`src/rtl/raisin64_uart_tx.sv`:
```
// raisin64_uart_tx
//   Memory-mapped 8N1 UART transmitter for the raisin64 IO space. The CPU
//   pushes bytes into a TX FIFO through the DATA register. A baud-rate state
//   machine drains the FIFO onto `tx`. The STATUS register reports FIFO level,
//   busy, a sticky overflow flag, empty and full.
//
// Ports
//   clk, rst_n   clock, asynchronous active-low reset
//   sel          UART region decode
//   addr_valid   bus address valid
//   addr3        mem_addr[3]: 0 = DATA (0x0), 1 = STATUS (0x8)
//   write        bus write strobe
//   din[63:0]    write data
//   dout[63:0]   read data, zero unless a read is in progress (OR-muxable)
//   ready        single-cycle access acknowledge
//   tx           serial output, idle high
module raisin64_uart_tx #(
  parameter int CLK_DIV    = 868,
  parameter int FIFO_DEPTH = 16
) (
  input  logic        clk,
  input  logic        rst_n,
  input  logic        sel,
  input  logic        addr_valid,
  input  logic        addr3,
  input  logic        write,
  input  logic [63:0] din,
  output logic [63:0] dout,
  output logic        ready,
  output logic        tx
);

  localparam int AW = (FIFO_DEPTH > 1) ? $clog2(FIFO_DEPTH) : 1;
  localparam int CW = AW + 1;
  localparam int BW = (CLK_DIV > 1) ? $clog2(CLK_DIV) : 1;

  localparam logic [CW-1:0] DEPTH_C     = CW'(FIFO_DEPTH);
  localparam logic [BW-1:0] BAUD_RELOAD = BW'(CLK_DIV - 1);

  typedef enum logic [1:0] {
    S_IDLE,
    S_START,
    S_DATA,
    S_STOP
  } state_t;

  // Bus decode
  logic acc;
  logic push_req;
  logic ovf_clr;
  logic push;
  logic pop;

  // Registered state
  state_t          state_q, state_d;
  logic [BW-1:0]   baud_q, baud_d;
  logic [2:0]      bit_q, bit_d;
  logic [7:0]      shift_q, shift_d;
  logic            tx_q, tx_d;
  logic [AW-1:0]   wr_ptr_q, wr_ptr_d;
  logic [AW-1:0]   rd_ptr_q, rd_ptr_d;
  logic [CW-1:0]   count_q, count_d;
  logic            ovf_q, ovf_d;
  logic [7:0]      mem_q [FIFO_DEPTH];

  logic            full;
  logic            empty;
  logic            busy;
  logic [8:0]      count_ext;
  logic [7:0]      count_field;

  // Only din[7:0] and din[2] carry meaning; the rest of the bus is ignored.
  logic            din_unused;
  assign din_unused = ^din[63:8];

  assign acc      = sel & addr_valid;
  assign ready    = acc;
  assign full     = (count_q == DEPTH_C);
  assign empty    = (count_q == '0);
  assign busy     = (state_q != S_IDLE);
  assign push_req = acc & write & ~addr3;
  assign ovf_clr  = acc & write & addr3 & din[2];
  // Full is judged on the start-of-cycle count, so a same-cycle pop never
  // makes room for the write.
  assign push     = push_req & ~full;
  assign tx       = tx_q;

  // A depth-256 FIFO can hold 256 entries, which does not fit the 8-bit field.
  assign count_ext   = 9'(count_q);
  assign count_field = count_ext[8] ? 8'hFF : count_ext[7:0];

  always_comb begin
    dout = '0;
    if (acc && !write && addr3) begin
      dout = {48'h0, count_field, 4'h0, busy, ovf_q, empty, full};
    end
  end

  // TX state machine: next state, baud timing and shift register
  always_comb begin
    state_d = state_q;
    baud_d  = baud_q;
    bit_d   = bit_q;
    shift_d = shift_q;
    tx_d    = tx_q;
    pop     = 1'b0;
    unique case (state_q)
      S_IDLE: begin
        tx_d = 1'b1;
        if (!empty) begin
          pop     = 1'b1;
          shift_d = mem_q[rd_ptr_q];
          baud_d  = BAUD_RELOAD;
          tx_d    = 1'b0;
          state_d = S_START;
        end
      end
      S_START: begin
        if (baud_q == '0) begin
          baud_d  = BAUD_RELOAD;
          bit_d   = 3'd0;
          tx_d    = shift_q[0];
          state_d = S_DATA;
        end else begin
          baud_d = baud_q - 1'b1;
        end
      end
      S_DATA: begin
        if (baud_q == '0) begin
          baud_d = BAUD_RELOAD;
          if (bit_q == 3'd7) begin
            tx_d    = 1'b1;
            state_d = S_STOP;
          end else begin
            bit_d   = bit_q + 3'd1;
            shift_d = shift_q >> 1;
            // Next bit is shift_q[1]: the value after this cycle's shift.
            tx_d    = shift_q[1];
          end
        end else begin
          baud_d = baud_q - 1'b1;
        end
      end
      S_STOP: begin
        if (baud_q == '0) begin
          tx_d    = 1'b1;
          state_d = S_IDLE;
        end else begin
          baud_d = baud_q - 1'b1;
        end
      end
      default: begin
        tx_d    = 1'b1;
        state_d = S_IDLE;
      end
    endcase
  end

  // FIFO pointers, occupancy and overflow flag
  always_comb begin
    wr_ptr_d = wr_ptr_q;
    rd_ptr_d = rd_ptr_q;
    count_d  = count_q;
    ovf_d    = ovf_q;
    if (push) begin
      wr_ptr_d = wr_ptr_q + AW'(1);
    end
    if (pop) begin
      rd_ptr_d = rd_ptr_q + AW'(1);
    end
    if (push && !pop) begin
      count_d = count_q + CW'(1);
    end else if (pop && !push) begin
      count_d = count_q - CW'(1);
    end
    // A rejected push and a clear in the same cycle resolve to set.
    if (push_req && full) begin
      ovf_d = 1'b1;
    end else if (ovf_clr) begin
      ovf_d = 1'b0;
    end
  end

  always_ff @(posedge clk or negedge rst_n) begin
    if (!rst_n) begin
      state_q  <= S_IDLE;
      baud_q   <= '0;
      bit_q    <= '0;
      shift_q  <= '0;
      tx_q     <= 1'b1;
      wr_ptr_q <= '0;
      rd_ptr_q <= '0;
      count_q  <= '0;
      ovf_q    <= 1'b0;
    end else begin
      state_q  <= state_d;
      baud_q   <= baud_d;
      bit_q    <= bit_d;
      shift_q  <= shift_d;
      tx_q     <= tx_d;
      wr_ptr_q <= wr_ptr_d;
      rd_ptr_q <= rd_ptr_d;
      count_q  <= count_d;
      ovf_q    <= ovf_d;
    end
  end

  // FIFO storage carries no reset; occupancy alone defines valid entries.
  always_ff @(posedge clk) begin
    if (push) begin
      mem_q[wr_ptr_q] <= din[7:0];
    end
  end

endmodule

```
`config.mk`:
```
export PLATFORM = sky130hd
export DESIGN_NAME = raisin64_uart_tx
export DESIGN_NICKNAME = d
export VERILOG_FILES = /design/src/rtl/raisin64_uart_tx.sv
export SDC_FILE = /design/constraint.sdc
export NUM_CORES = 1
export LEC_CHECK = 0
export ABC_AREA = 1
export CORE_MARGIN = 1
export CORE_UTILIZATION = 45
export CTS_BUF_LIST = sky130_fd_sc_hd__clkbuf_8
export DETAILED_ROUTE_END_ITERATION = 7
export PLACE_DENSITY = 0.72
export SYNTH_ARGS = -nofsm -noshare
export SYNTH_HDL_FRONTEND = slang
export SYNTH_SLANG_ARGS = --single-unit
```
`constraint.sdc`:
```
create_clock -name clk -period 2.14 [get_ports clk]
set_clock_uncertainty 0.1 [all_clocks]
set_input_delay 0.214 -clock clk [delete_from_list [all_inputs] [get_ports clk]]
set_output_delay 0.214 -clock clk [all_outputs]
set_load 0.02 [all_outputs]
```
Word level (Yosys, flattened, before mapping)
Memory sizes are Yosys's and may differ from the RTL's.
Index checks and enable logic that the tools add are counted.
- register bits after elaboration: 38
- RAM bits: 128
- input port bits: 70
- output and inout bits: 66
- logic and storage cells: 91
- memories kept: 1
- memories (memory ; words ; bits a word ; read ports ; clocked after Yosys merged registers in ; wr ports ; RTL line ; source):
    mem_q ; 16 ; 8 ; 1 ; 0 ; 1 ; 64 ; logic [7:0] mem_q [FIFO_DEPTH];
- add/sub/neg operators: 6
- eq/ne operators: 12
- mux-type cells: 33
- bitwise operators: 8
- reductions and logical operators: 22
- operators by type and width (operator ; number):
    10-bit two-way mux ; 3
    10-bit one-hot mux with 3 select lines ; 1
    8-bit two-way mux ; 3
    8-bit one-hot mux with 2 select lines ; 1
    2-bit inequality test (second input constant) ; 7
    13-bit two-way mux ; 1
    1-bit two-way mux ; 11
    10-bit logical NOT ; 1
    2-bit two-way mux ; 5
    5-bit two-way mux ; 2
    2-bit nonzero test ; 5
    10-bit by 1-bit subtractor with 10-bit output (second input constant) ; 1
    3-bit two-way mux ; 3
    4-bit by 1-bit adder with 4-bit output (second input constant) ; 2
    2-bit one-hot mux with 4 select lines ; 1
    4-bit AND reduction ; 2
    1-bit bitwise AND ; 6
    3-bit one-hot mux with 2 select lines ; 1
    5-bit by 1-bit adder with 5-bit output (second input constant) ; 1
    5-bit == test (second input constant) ; 1
    1-bit logical AND ; 5
    5-bit logical NOT ; 1
    5-bit AND reduction ; 1
    5-bit by 1-bit subtractor with 5-bit output (second input constant) ; 1
    other kinds (11) ; 15

Longest topological paths before layout
- depth in word-level cells: 8
- gate-level depth with buffers: 14
- gate-level depth less buffers: 14

Least setup slack after synthesis
OpenSTA, ideal clock, no wires.
- path kind: register to register
- start point: reg count_q[0]
- end point: reg count_q[4]
- library setup time: 0.131 ns
- arrival: 1.992 ns
- required time: 1.909 ns
- path slack: -0.083 ns
- stages on the path, launching flop included: 13
- path buffers: 0
- period minus slack after synthesis: 2.223 ns
- path through: dfrtp_1 -> nor2_1 -> nand4_1 -> nand2_1 -> inv_2 -> ha_1 -> inv_1 -> ha_1 -> a21oi_1 -> nand2_1 -> a21oi_1 -> o21ai_0 -> xor2_1
- cells in the longest elaborated chain, start to end: 6
- elaborated cells on any way between the ends: 15
- classes of those cells: add/sub (2); eq/ne (1); mux (4); bitwise (2); reduce/logical (6)
- ends and longest elaborated chain (element ; RTL line ; source):
    start, declared ; 62 ; logic [CW-1:0] count_q, count_d;
    start signal, assigned ; 203 ; count_q <= count_d;
    5-bit == test * ; 78 ; assign full = (count_q == DEPTH_C);
    1-bit NOT * ; 85 ; assign push = push_req & ~full;
    1-bit bitwise AND * ; 85 ;
    net push ; 51 ; logic push;
    1-bit logical NOT ; 173 ; end else if (pop && !push) begin
    1-bit logical AND ; 173 ;
    2-bit nonzero test (no line) ; -- ;
The timed path passes the listed nets; every way through them passes the cells marked *. The select of a mux whose other input is x is not followed.
A chain may end at the register's enable or synchronous reset.

Worst setup path in the final report
- start point: reg state_q[1]
- end point: reg count_q[4]
- cells in the longest elaborated chain, start to end: 5
- elaborated cells on any way between the ends: 7
- classes of those cells: mux (2); reduce/logical (5)
- ends and longest elaborated chain (element ; RTL line ; source):
    start, declared ; 55 ; state_t state_q, state_d;
    start signal, assigned ; 196 ; state_q <= state_d;
    2-bit logical NOT * ; 107 ; unique case (state_q)
    1-bit two-way mux * ; 107 ;
    1-bit logical NOT ; 171 ; if (push && !pop) begin
    1-bit logical AND ; 171 ;
    5-bit two-way mux / 2-bit nonzero test (equally long branches) ; -- ;
Mark *: on every way between the ends. The rest lies on a longest branch, timed or not.

==> results.sh <==
export IMPL_status="finished clean"
export IMPL_fp_coreArea_um2=17480
export IMPL_synthesis_yosys_warnings=0
export IMPL_diodes=0
export IMPL_avgRoutedWirePerCell_um=14.33
export IMPL_yosysMostFrequentCell="sky130_fd_sc_hd__nand2_1"
export IMPL_dominantRegCellSynth="sky130_fd_sc_hd__edfxtp_1"
export IMPL_finish_net_count=1011
export IMPL_cts_tree="done"
export IMPL_crit_arrival_ns=2.33
export IMPL_seq_area_frac_synth=0.5902
export IMPL_pin_count_of_the_biggest_net_entering_global_routing=70
export IMPL_die_w_um=136.4
export IMPL_clock_sinks=166
export IMPL_vdd_drop_max_mv=0.5847
export IMPL_place_port_buffers=24
export IMPL_synth_edf_count=128
export IMPL_ys_types=35
export IMPL_synthesis_instances=865
export IMPL_r2r_worst_path_cells=11
export IMPL_synth_seq_cells=166
export IMPL_cts_inserted_buffers=17
export IMPL_cp_start_kind="flip-flop"
export IMPL_placement_rows=48
export IMPL_grt_pass1_wl_mm=26.71
export IMPL_die_area_um2=18600
export IMPL_detailedRoute_firstIterationViolations=524
export IMPL_final_max_slew_viol_count=0
export IMPL_totalPowerFinal_mw=6.852
export IMPL_ios=136
export IMPL_design_area_um2=9174
export IMPL_drt_pre_antenna_iters=5
export IMPL_fin_crit_sh=0.9726
export IMPL_syn_area_um2=8125
export IMPL_synth_avg_cell_area_um2=9.393
export IMPL_drive_above_1_share=0.1142
export IMPL_power_per_cell_area_nw_per_um2=746.9
export IMPL_worst_endpoint_required_ns=2.39
export IMPL_drtAntennaViolNets=0
export IMPL_worst_slew_pin_transition_ns=0.7364
export IMPL_gp_routability_congestion=0.8191
export IMPL_detail_route_drc_violations=0
export IMPL_synth_top_area_frac=0.4731
export IMPL_timing_final_setup_violations=0
export IMPL_die_height_um=136.4
export IMPL_worst_setup_path_end_kind="flip-flop"
export IMPL_max_cap_violations=0
export IMPL_totalWireLength_mm=16.65
export IMPL_power_leakage_nw=4.099
export IMPL_timing_final_hold_violations=0
export IMPL_vias=5626
export IMPL_dominant_cells_by_area_after_synthesis="sky130_fd_sc_hd__edfxtp_1, sky130_fd_sc_hd__nand2_1, sky130_fd_sc_hd__dfrtp_1, sky130_fd_sc_hd__nand3_1, sky130_fd_sc_hd__buf_4"
export IMPL_layout_filler_cell_count=1523
export IMPL_number_of_antenna_violations_at_the_first_check_in_global_routing=0
export IMPL_floorplan_initialDensity=0.4649
export IMPL_detailedPlacementHpwl_mm=10.86
export IMPL_first_global_vias=5285
export IMPL_cts_reportedPaths_clkPinSlew_ns=0.09
export IMPL_cts_root_to_sink_buffers=2
export IMPL_synth_top_cell_by_area="sky130_fd_sc_hd__edfxtp_1"
export IMPL_avgViaCountPerCell=4.842
export IMPL_grt_overflow_total=0
export IMPL_setup_repair_after_global_routing_missed_its_margin="yes"
export IMPL_timing_final_crit_period_ns=2.081
export IMPL_clk_latency_ns=0.47
export IMPL_slew_headroom=0.5075
export IMPL_worstSetupPathType="flip-flop to flip-flop"
export IMPL_syn2layout_area_growth_pct=12.90
export IMPL_clock_fmax_mhz=480.5
export IMPL_synth_common_cells="sky130_fd_sc_hd__nand2_1, sky130_fd_sc_hd__edfxtp_1, sky130_fd_sc_hd__nand3_1, sky130_fd_sc_hd__inv_1, sky130_fd_sc_hd__nor2_1"
export IMPL_critical_path_peak_fanout=5
export IMPL_clock_tree_root_cell="sky130_fd_sc_hd__clkbuf_8"
export IMPL_dpl_instance_area_um2=8706
export IMPL_asyncSetResetFlopFracSynth=0.2289
export IMPL_grt_use_total=0.1933
export IMPL_timing_hold_worst_class="input pin to asynchronous set/reset pin"
export IMPL_htree_levels=4
## where the power goes
group	switching [mW]	internal [mW]	leakage, nW
logic	0.520	0.324	2.29
clock network	1.18	1.16	0.206
registers	0.0807	3.59	1.60
total	1.78	5.08	4.10
## sequential cells by signal, summed over array words and instances (netlist names)
signal,flops
tx,1
state_q,2
rd_ptr_q,4
baud_q,10
wr_ptr_q,4
shift_q,8
count_q,5
mem_q,128
bit_q,3
ovf_q,1
## critical path: stages, from the launching register on
cell and delay, ns:
sky130_fd_sc_hd__dfrtp_1 0.41, sky130_fd_sc_hd__inv_1 0.09, sky130_fd_sc_hd__ha_1 0.21, sky130_fd_sc_hd__nand2_2 0.11, sky130_fd_sc_hd__ha_4 0.16, sky130_fd_sc_hd__inv_6 0.05, sky130_fd_sc_hd__fa_2 0.34, sky130_fd_sc_hd__nand3_1 0.09
sky130_fd_sc_hd__nand2_2 0.07, sky130_fd_sc_hd__a21oi_2 0.15, sky130_fd_sc_hd__o21ai_2 0.07, sky130_fd_sc_hd__xor2_1 0.13
## cells by family after synthesis
kind of cell | share of synthesized area
simple gates | 0.2261
buf+inv | 0.1140
flops | 0.5902
compound gates | 0.03142
fa+ha+maj | 0.02710
xor+xnor | 0.01078
other cells | 0.0004615
## path summary, 6_finish.rpt
check	startpoint	end	slack (ns)
max	state_q[1]	count_q[4]	0.06
min	rst_n	baud_q[4]	0.15
max reg2reg	state_q[1]	count_q[4]	0.06
min reg2reg	shift_q[5]	shift_q[5]	0.39
max in group asynchronous	rst_n	tx	1.24
min in group clk	write	ovf_q	0.31
## per-layer routing
layer	up-vias	wire length (um)	part of all wire	GRT usage
met5	-	0	0	0
met4	0	527	0.032	0.08889
met3	38	987	0.059	0.04288
met2	201	7970	0.48	0.3096
met1	2582	7169	0.43	0.2495
li1	2805	-	-	-
## cells in the final DEF (no fill, tap or decap), types with 3 or more instances in the layout
cell	count
sky130_fd_sc_hd__nand2_1	248
sky130_fd_sc_hd__edfxtp_1	128
sky130_fd_sc_hd__nand3_1	100
sky130_fd_sc_hd__inv_1	94
sky130_fd_sc_hd__nor2_1	68
sky130_fd_sc_hd__conb_1	55
sky130_fd_sc_hd__buf_4	40
sky130_fd_sc_hd__dfrtp_1	36
sky130_fd_sc_hd__clkdlybuf4s50_1	18
sky130_fd_sc_hd__clkbuf_8	17
sky130_fd_sc_hd__o21ai_0	16
sky130_fd_sc_hd__ha_1	13
sky130_fd_sc_hd__o21ai_1	12
sky130_fd_sc_hd__xor2_1	8
sky130_fd_sc_hd__nand2_2	7
sky130_fd_sc_hd__a21oi_1	7
sky130_fd_sc_hd__inv_2	6
sky130_fd_sc_hd__nand4_1	6
sky130_fd_sc_hd__nor2_2	4
sky130_fd_sc_hd__clkinv_1	4
sky130_fd_sc_hd__o211ai_1	4
sky130_fd_sc_hd__buf_12	4
sky130_fd_sc_hd__inv_6	3
sky130_fd_sc_hd__a21oi_2	3
sky130_fd_sc_hd__ha_4	3
sky130_fd_sc_hd__bufinv_16	3
sky130_fd_sc_hd__clkinvlp_4	3
## cell type report
| class | instances | area (um2) | area share |
|---|---|---|---|
| sequential | 166 | 4797 | 0.5229 |
| multi-input combinational | 568 | 2671 | 0.2912 |
| clock buffer | 17 | 234.0 | 0.02550 |
| tap | 225 | 281.5 | 0.03069 |
| clock inverter | 15 | 177.7 | 0.01937 |
| timing repair buffer | 69 | 624.3 | 0.06806 |
| inverter | 102 | 387.9 | 0.04228 |
## repair_timing
action	4_1_cts	5_1_grt
endpoints found under the hold margin	37	0
setup buffers	0	1
hold buffers	1	0
pin swaps	0	7
setup endpoints to repair	3	12
resized for setup	3	17
## metrics by stage
stage,setup slack (ns),std cells,hold WS (ns),util,TNS (ns)
after floorplan,0.01067,919,-0.1816,-,0
after global placement,-0.2404,1128,0.1046,0.4981,-1.185
after detailed placement,-0.2774,1128,0.1136,0.4981,-3.097
after CTS,0.004570,1161,0.1553,0.5221,0
after global routing,-0.08952,1162,0.2101,0.5249,-0.1011
final,0.05869,1162,0.1474,0.5249,0
Power figures use the tool's default switching activity.
